===== src/rtl/accum_bank_pkg.sv =====
// Shared types and defaults for the accumulate-buffer banks behind the PE-to-buffer crossbar.
package accum_bank_pkg;

    localparam int unsigned SYS_NUM_DST = 4;
    localparam int unsigned ACC_DATA_W  = 32;
    localparam int unsigned PKT_INDEX_W = 16;
    localparam int unsigned PKT_DATA_W  = 32;

    typedef struct packed {
        logic                          valid;
        logic [PKT_INDEX_W-1:0]        index;
        logic signed [PKT_DATA_W-1:0]  data;
    } data_packet_t;

    typedef enum logic [1:0] {
        ACCUM = 2'd0,
        FLUSH = 2'd1,
        DRAIN = 2'd2,
        DONE  = 2'd3
    } bank_state_t;

endpackage


===== src/rtl/accum_rmw_pipe.sv =====
// Two-stage read-modify-write accumulator over the partial-sum memory, with B-to-A forwarding
// and a drain read/clear port.
module accum_rmw_pipe
    import accum_bank_pkg::*;
#(
    parameter int unsigned DEPTH  = 64,
    parameter int unsigned DATA_W = ACC_DATA_W
) (
    input  logic                      clock,
    input  logic                      reset,
    input  logic                      acc_valid,
    input  logic [$clog2(DEPTH)-1:0]  acc_addr,
    input  logic [DATA_W-1:0]         acc_data,
    input  logic                      clr_en,
    input  logic [$clog2(DEPTH)-1:0]  rd_addr,
    output logic [DATA_W-1:0]         rd_data,
    output logic                      a_valid,
    output logic                      b_valid
);

    localparam int unsigned ADDR_W = $clog2(DEPTH);

    logic [DATA_W-1:0] mem [DEPTH];
    logic [ADDR_W-1:0] a_addr;
    logic [DATA_W-1:0] a_data;
    logic [DATA_W-1:0] a_old;
    logic [ADDR_W-1:0] b_addr;
    logic [DATA_W-1:0] b_data;
    logic [DATA_W-1:0] b_old;
    logic [DATA_W-1:0] b_sum;

    // B's sum is not in mem until the end of this cycle, so a same-address A takes it directly.
    assign b_sum   = b_old + b_data;
    assign a_old   = (b_valid && (b_addr == a_addr)) ? b_sum : mem[a_addr];
    assign rd_data = mem[rd_addr];

    always_ff @(posedge clock) begin
        if (reset) begin
            a_valid <= 1'b0;
            a_addr  <= '0;
            a_data  <= '0;
            b_valid <= 1'b0;
            b_addr  <= '0;
            b_data  <= '0;
            b_old   <= '0;
            mem     <= '{default: '0};
        end else begin
            a_valid <= acc_valid;
            if (acc_valid) begin
                a_addr <= acc_addr;
                a_data <= acc_data;
            end
            b_valid <= a_valid;
            if (a_valid) begin
                b_addr <= a_addr;
                b_data <= a_data;
                b_old  <= a_old;
            end
            // Drain only runs with the pipe empty, so the two write sources never collide.
            if (b_valid) begin
                mem[b_addr] <= b_sum;
            end else if (clr_en) begin
                mem[rd_addr] <= '0;
            end
        end
    end

endmodule


===== src/rtl/accum_bank.sv =====
// Accumulate-buffer bank: routes crossbar packets into the RMW pipe and drains/clears all
// entries over a valid/ready stream on request.
module accum_bank
    import accum_bank_pkg::*;
#(
    parameter int unsigned BANK_ID = 0,
    parameter int unsigned NUM_DST = SYS_NUM_DST,
    parameter int unsigned DEPTH   = 64,
    parameter int unsigned DATA_W  = ACC_DATA_W
) (
    input  logic                      clock,
    input  logic                      reset,
    input  data_packet_t              in_packet,
    input  logic                      in_valid,
    input  logic                      drain_req,
    input  logic                      drain_ready,
    output logic                      drain_valid,
    output logic [$clog2(DEPTH)-1:0]  drain_addr,
    output logic [DATA_W-1:0]         drain_data,
    output logic                      drain_done,
    output logic                      accepting,
    output logic                      err
);

    localparam int unsigned ADDR_W = $clog2(DEPTH);

    bank_state_t       state_q;
    bank_state_t       state_d;
    logic [ADDR_W-1:0] cnt_q;
    logic [ADDR_W-1:0] cnt_d;
    logic              clr_en;
    logic [31:0]       idx_full;
    logic              misroute;
    logic              acc_valid;
    logic              pkt_bad;
    logic [ADDR_W-1:0] acc_addr;
    logic              a_valid;
    logic              b_valid;
    logic              unused_pkt_valid;

    // Index interleave: this bank owns index % NUM_DST == BANK_ID; DEPTH is a power of two.
    assign idx_full  = 32'(in_packet.index);
    assign misroute  = (idx_full % NUM_DST) != BANK_ID;
    assign acc_addr  = ADDR_W'(idx_full / NUM_DST);
    assign acc_valid = in_valid && (state_q == ACCUM) && !misroute;
    assign pkt_bad   = in_valid && ((state_q != ACCUM) || misroute);

    assign unused_pkt_valid = in_packet.valid ^ b_valid;

    accum_rmw_pipe #(
        .DEPTH  (DEPTH),
        .DATA_W (DATA_W)
    ) u_pipe (
        .clock     (clock),
        .reset     (reset),
        .acc_valid (acc_valid),
        .acc_addr  (acc_addr),
        .acc_data  (DATA_W'(in_packet.data)),
        .clr_en    (clr_en),
        .rd_addr   (cnt_q),
        .rd_data   (drain_data),
        .a_valid   (a_valid),
        .b_valid   (b_valid)
    );

    always_ff @(posedge clock) begin
        if (reset) begin
            state_q     <= ACCUM;
            cnt_q       <= '0;
            accepting   <= 1'b1;
            drain_valid <= 1'b0;
            drain_done  <= 1'b0;
            err         <= 1'b0;
        end else begin
            state_q     <= state_d;
            cnt_q       <= cnt_d;
            accepting   <= (state_d == ACCUM);
            drain_valid <= (state_d == DRAIN);
            drain_done  <= (state_d == DONE);
            if (pkt_bad) begin
                err <= 1'b1;
            end
        end
    end

    // FLUSH leaves once A is empty: B's last write lands on that same edge.
    always_comb begin
        state_d = state_q;
        cnt_d   = cnt_q;
        clr_en  = 1'b0;
        unique case (state_q)
            ACCUM: begin
                if (drain_req) begin
                    state_d = FLUSH;
                end
            end
            FLUSH: begin
                if (!a_valid) begin
                    state_d = DRAIN;
                    cnt_d   = '0;
                end
            end
            DRAIN: begin
                if (drain_ready) begin
                    clr_en = 1'b1;
                    cnt_d  = cnt_q + ADDR_W'(1);
                    if (cnt_q == ADDR_W'(DEPTH - 1)) begin
                        state_d = DONE;
                    end
                end
            end
            DONE: begin
                state_d = ACCUM;
            end
            default: begin
                state_d = ACCUM;
            end
        endcase
    end

    assign drain_addr = cnt_q;

endmodule

===== config.mk =====
export PLATFORM = sky130hd
export DESIGN_NAME = accum_bank
export DESIGN_NICKNAME = d
export VERILOG_FILES = /design/src/rtl/accum_bank_pkg.sv /design/src/rtl/accum_rmw_pipe.sv /design/src/rtl/accum_bank.sv
export SDC_FILE = /design/constraint.sdc
export NUM_CORES = 2
export LEC_CHECK = 0
export CAP_MARGIN = 15
export CORE_UTILIZATION = 40
export DETAILED_ROUTE_END_ITERATION = 10
export PLACE_DENSITY_LB_ADDON = 0.25
export SYNTH_ARGS = -nofsm -noshare
export SYNTH_HDL_FRONTEND = slang
export SYNTH_HIERARCHICAL = 1
export SYNTH_SLANG_ARGS = --single-unit
export TNS_END_PERCENT = 10

===== constraint.sdc =====
create_clock -name clock -period 3.9 [get_ports clock]
set_input_delay 1.17 -clock clock [delete_from_list [all_inputs] [get_ports clock]]
set_output_delay 1.17 -clock clock [all_outputs]
set_load 0.005 [all_outputs]

After elaboration in Yosys (flattened, before gate mapping)
Index checks and enable logic that the tools add are counted.
{"block": "classes", "bitwise": 5, "div_mod_pow": 0, "addsub": 2, "muxes": 24, "mul": 0, "reduce_logical": 15, "eq_ne": 9, "shift": 0, "magnitude_cmp": 5}
{"operator": "$mux W2048", "n": 2}
{"operator": "$and A2048 B2048 Y2048", "n": 1}
{"operator": "$bwmux W2048", "n": 1}
{"operator": "$not A2048 Y2048", "n": 1}
{"operator": "$bmux W32 S6", "n": 2}
{"operator": "$demux W32 S6", "n": 2}
{"operator": "$mux W32", "n": 7}
{"operator": "$add A32 B32 Y32", "n": 1}
{"operator": "$reduce_bool A32 Y1", "n": 1}
{"operator": "$ge A7 B7 Y1 const B", "n": 3}
{"operator": "$not A6 Y7", "n": 3}
{"operator": "$lt A7 B1 Y1 const B", "n": 2}
{"operator": "$mux W6", "n": 2}
{"operator": "$pmux W6 S2", "n": 1}
{"operator": "$eq A2 B2 Y1 const B", "n": 4}
{"operator": "$mux W2", "n": 4}
{"operator": "$pmux W2 S4", "n": 1}
{"operator": "$add A6 B1 Y6 const B", "n": 1}
{"operator": "$eq A6 B6 Y1", "n": 1}
{"operator": "$eq A6 B6 Y1 const B", "n": 1}
{"operator": "$logic_and A1 B1 Y1", "n": 6}
{"operator": "$reduce_bool A2 Y1", "n": 3}
{"operator": "$logic_not A2 Y1", "n": 2}
{"operator": "$ne A2 B2 Y1 const B", "n": 2}
{"operator": "other kinds (5)", "n": 6}
{"block": "totals", "ff_bits": 2170, "mem_count": 0, "ramBits": 0, "in_bits": 54, "mem_bits_ro": 0, "output_inout_bits": 42, "wordCells": 137, "latch_bits": 0}

Depth between registers and ports, before layout
{"block": "logic_depth", "ltp_word": 9, "mapped_depth": 13}

Modules after synthesis
The synthesis kept the hierarchy.
{"mod": "accum_rmw_pipe", "n_inst": 1, "cells_each": 10996, "seq_area_each_um2": 43201.4, "area_per_inst_um2": 104975.7}
{"mod": "accum_bank", "n_inst": 1, "cells_each": 65, "seq_area_each_um2": 240.2, "area_per_inst_um2": 599.3}

Worst setup path after synthesis
Ideal clock, no wire load.
{"block": "synth_path", "kind": "register -> output", "from": "register cnt_q[0] (netlist: drain_addr[0])", "to": "output drain_data[17]", "arrival_time_ns": 2.296, "n_path_buf": 5, "path_slack_ns": 0.434, "path_stages_with_launch": 11, "path_cell_list": "dfxtp_1 clkbuf_1 and3_1 clkbuf_1 clkbuf_1 clkbuf_1 buf_1 a221oi_1 a31oi_1 a21oi_1 nand4_1"}
{"block": "synth_via", "elab_chain_cells": 4}
{"item": "start, declared", "line": "accum_bank.sv:29", "source": "logic [ADDR_W-1:0] cnt_q;"}
{"item": "start signal, assigned", "line": "accum_bank.sv:76", "source": "cnt_q <= cnt_d;"}
{"item": "$not A6 Y7 (implied by the code)", "line": "accum_rmw_pipe.sv:35", "source": "assign rd_data = mem[rd_addr];"}
{"item": "$bmux W32 S6", "line": "accum_rmw_pipe.sv:35"}
{"item": "$mux W32 (implied by the code) (2 in series)", "line": "accum_rmw_pipe.sv:35"}
{"item": "end, declared", "line": "accum_bank.sv:19", "source": "output logic [DATA_W-1:0] drain_data,"}
No other way between the ends. The select of a mux whose other input is x is not followed.

Worst setup path after layout
{"block": "layout_path", "from": "register cnt_q[0] (netlist: drain_addr[0])", "to": "output drain_data[6]"}
Same word-level chain as after synthesis.

==> impl_results.md <==
* Starting Density at 0.402
* Critical path startpoint category: flop
* CP max stage cell: clkdlybuf4s50_1
* CP delay by family, top: buffers and inverters
* Die H at 516 um
* Worst-path fanout max at 20
* Leakage at 0.0415 uW
* First-pass GRT wire length at 709000 um
* CTS H-tree depth at 4
* Worst slew pin tran at 1.12 ns
* Clk Latency, worst-skew pair at 0.96 ns
* Post-synthesis average cell area at 9.54 um2
* Crit path DAT at 4.03 ns
* Status: complete, but fails checks
* Count leader, synth: a22oi_1
* Final net count at 11200
* Mapped Area at 106000 um2
* GRT overflow at 0
* Reg2reg path depth at 11
* Die X at 516 um
* Clock-pin slew on the worst setup and hold paths at 0.06 ns
* Metal1 wirelength at 180000 um
* Maximum vdd drop at 0.534 mV
* Pre-Repair DR Iteration Count at 8
* Clk buf depth at 3
* Fin. Hold Viols at 0
* Max-cap violations at 0
* Area leader, netlist: dfxtp_1
* Share of cells above drive strength 1 at 0.214
* Crit path cell chain: buf_4 > nor3b_2 > clkbuf_16 > buf_12 > buf_4 > a221oi_2 > a31oi_1 > buf_4 > nor4_2 > buf_4 > nand2_1 > buf_4 > clkdlybuf4s50_1
* I/O pin count at 96
* Hold slack at 0.475 ns
* WP data required at 2.73 ns
* Port Buffers at 86
* Clock Skew at 0.0697 ns
* Pwr per Cell Area at 378 nW/um2
* Clk Tree Root Cell: clkbuf_16
* CP max stage delay at 0.49 ns
* Clock Sinks at 2170
* Fin. max-slew vios at 0
* Post-synthesis sequential area ratio at 0.411
* Area added between synthesis and finish at 21.2%
* Failing checks: setup timing
* Final Power at 48400 uW
* DP Worst Slack at -0.745 ns
* Vias per inst at 7.05
* Final estimated routing congestion in global placement at 0.981
* Post-route ant nets at 0
* YS warnings at 6
* Highest routed layer: met5
* Yosys top cell area share at 0.411
* Post-Syn Nets at 11100
* FF-to-FF End: u_pipe/mem[378]$_SDFFE_PP0P_
* Worst Hold Class: reg -> reg
* Reg2Reg Setup Slack at 0.22 ns
* Leading post-synthesis cells by cell area: dfxtp_1, a22oi_1, mux4_2
* Setup-failing EPs final at 32
* Period utilisation layout at 1.33
* Total track usage at 0.360
* Dpl hpwl at 321000 um
* Synth cell count leaders: a22oi_1, dfxtp_1, nor2_1, clkbuf_1, mux4_2
* CP Buf/Inv Count at 8
* Drt total wl at 497000 um
* WL/cell at 33.6 um
* Placed Area at 118000 um2
* Post-route cell area at 128000 um2
* Critical Path End Type: primary output
* Met3 WL post-DR at 71800 um
* Initial antenna violation count at 37
* DR WL met2 at 211000 um
* Drt initial violations at 17900
* # fillers at 23800
* EDFF count, synth at 0
* Vias in the first global route at 99300
* Max_slew headroom at 0.253
* Fin util at 0.487
* Worst r2r src: u_pipe/b_data[9]$_SDFFE_PP0P_
* DRC errors left at 0
* Hold Crit Depth at 2
* Area of the core at 263000 um2
* Pin count of the biggest net entering global routing at 223
* Hold_buf cts at 0
* Yosys reg bits at 2170
* Top cell by count, worst path: buf_4
* Max Fclk at 192 MHz
* Clock period minus final worst setup slack at 5.20 ns
* Asr flop ratio synth at 0
* Critical hold path startpoint: u_pipe/a_data[1]$_SDFFE_PP0P_
* Via count at 104000
* Num CTS Buffers at 229
* Final WS setup at -1.30 ns
* Ys flop type: dfxtp_1
* CTS tree: built
* Hold EP: u_pipe/b_data[1]$_SDFFE_PP0P_
* RSZ-0062 raised after global routing: yes
* Post-synthesis cell count at 11100
* WS Path Type: reg -> out
* Synth cell types at 78
* Rows at 188
* Die Area at 266000 um2
[layout make-up]
type,instances,area [um2],share of cell area
Clock buffer,323,6600,0.0516
Antenna cell,12,30.0,0.000235
Tap cell,3515,4400,0.0344
Inverter,18,70.1,0.000548
Multi-Input combinational cell,7530,59300,0.464
Timing Repair Buffer,1128,12300,0.0962
Sequential cell,2170,43500,0.340
Clock inverter,109,1730,0.0135
[layer usage]
layer / vias up / GRT usage
met5: - / 0.00201
met3: 2178 / 0.120
met4: 36 / 0.218
met2: 8656 / 0.534
li1: 42500 / -
met1: 51100 / 0.452
[cell families after synthesis]
group	after synthesis	share of synthesized area
compound gates	3641	0.253
simple gates	3062	0.130
flops	2170	0.411
buf+inv	1362	0.0509
mux	758	0.148
xor+xnor	35	0.00290
fa+ha+maj	33	0.00398
[worst register-to-register path, stage by stage (launching register included)]
cell	delay [ns]
dfxtp_1	0.32
ha_1	0.46
nand4_1	0.14
or2_0	0.22
o22a_1	0.25
o41ai_2	0.47
buf_4	0.20
o31ai_4	0.11
xnor2_2	0.86
buf_12	0.30
a22oi_1	0.16
nor2_1	0.12
[worst max-delay path by stage]
stage	startpoint	to	slack (ns)	cells past startpoint
after CTS	drain_addr[1]$_SDFFE_PP0P_	drain_data[23]	-1.26	12
after floorplan	drain_addr[0]$_SDFFE_PP0P_	drain_data[17]	0.43	10
after global routing	drain_addr[1]$_SDFFE_PP0P_	drain_data[7]	-1.30	14
after detailed placement	drain_addr[2]$_SDFFE_PP0P_	drain_data[26]	-0.75	12
after global placement	drain_addr[1]$_SDFFE_PP0P_	drain_data[26]	-0.74	13
final	drain_addr[0]$_SDFFE_PP0P_	drain_data[6]	-1.30	13
[registers in the layout, indices dropped and copies added (netlist names)]
signal	count
u_pipe/a_addr	6
drain_valid	1
u_pipe/mem	2048
u_pipe/a_valid	1
drain_done	1
err	1
u_pipe/b_addr	6
u_pipe/b_old	32
accepting	1
u_pipe/a_data	32
u_pipe/b_valid	1
drain_addr	6
state_q	2
u_pipe/b_data	32
[metrics by stage]
stage	setup TNS, ns	instances
2_1_floorplan	0	11100
3_3_place_gp	-10.21	14300
3_5_place_dp	-10.78	14300
4_1_cts	-35.55	14800
5_1_grt	-34.41	14800
6_report	-33.09	14800
[where the power goes]
| part | switching (uW) | internal (uW) |
|---|---|---|
| Combinational | 1250 | 573 |
| Sequential | 55.4 | 22200 |
| Clock | 10100 | 14200 |
[placed cells by master (no fill, tap or decap), types with 31 or more instances in the layout]
cell type           n
mux2i_1           105
nor2_1           1932
a22o_1            212
bufinv_16          35
nand3b_1          308
a21oi_1           155
clkbuf_16         232
a31oi_1           187
buf_12            272
clkdlybuf4s50_1    66
clkbuf_1           42
o22ai_4            64
clkinv_2           52
o311ai_0           58
o21ai_0           169
nand3_1            36
nor3_1             76
o21ai_1            93
nand2_1           296
nor2_4             66
ha_1               31
o22ai_1            36
a221oi_2           33
nor2b_1            72
buf_4             744
a22oi_1          2265
or3_1              66
a221oi_1          181
nand4_1            67
dfxtp_1          2159
mux4_2            637
clkbuf_8           52
a221o_1            72
[repair_timing]
| item | 4_1_cts | 5_1_grt |
|---|---|---|
| setup buffers | 15 | 9 |
| pin swaps | 24 | 21 |
| gates resized for setup | 122 | 73 |
| endpoints found under the setup margin | 32 | 32 |
| cloned | 2 | 2 |
No activity file was read; power rests on OpenSTA's default activity.
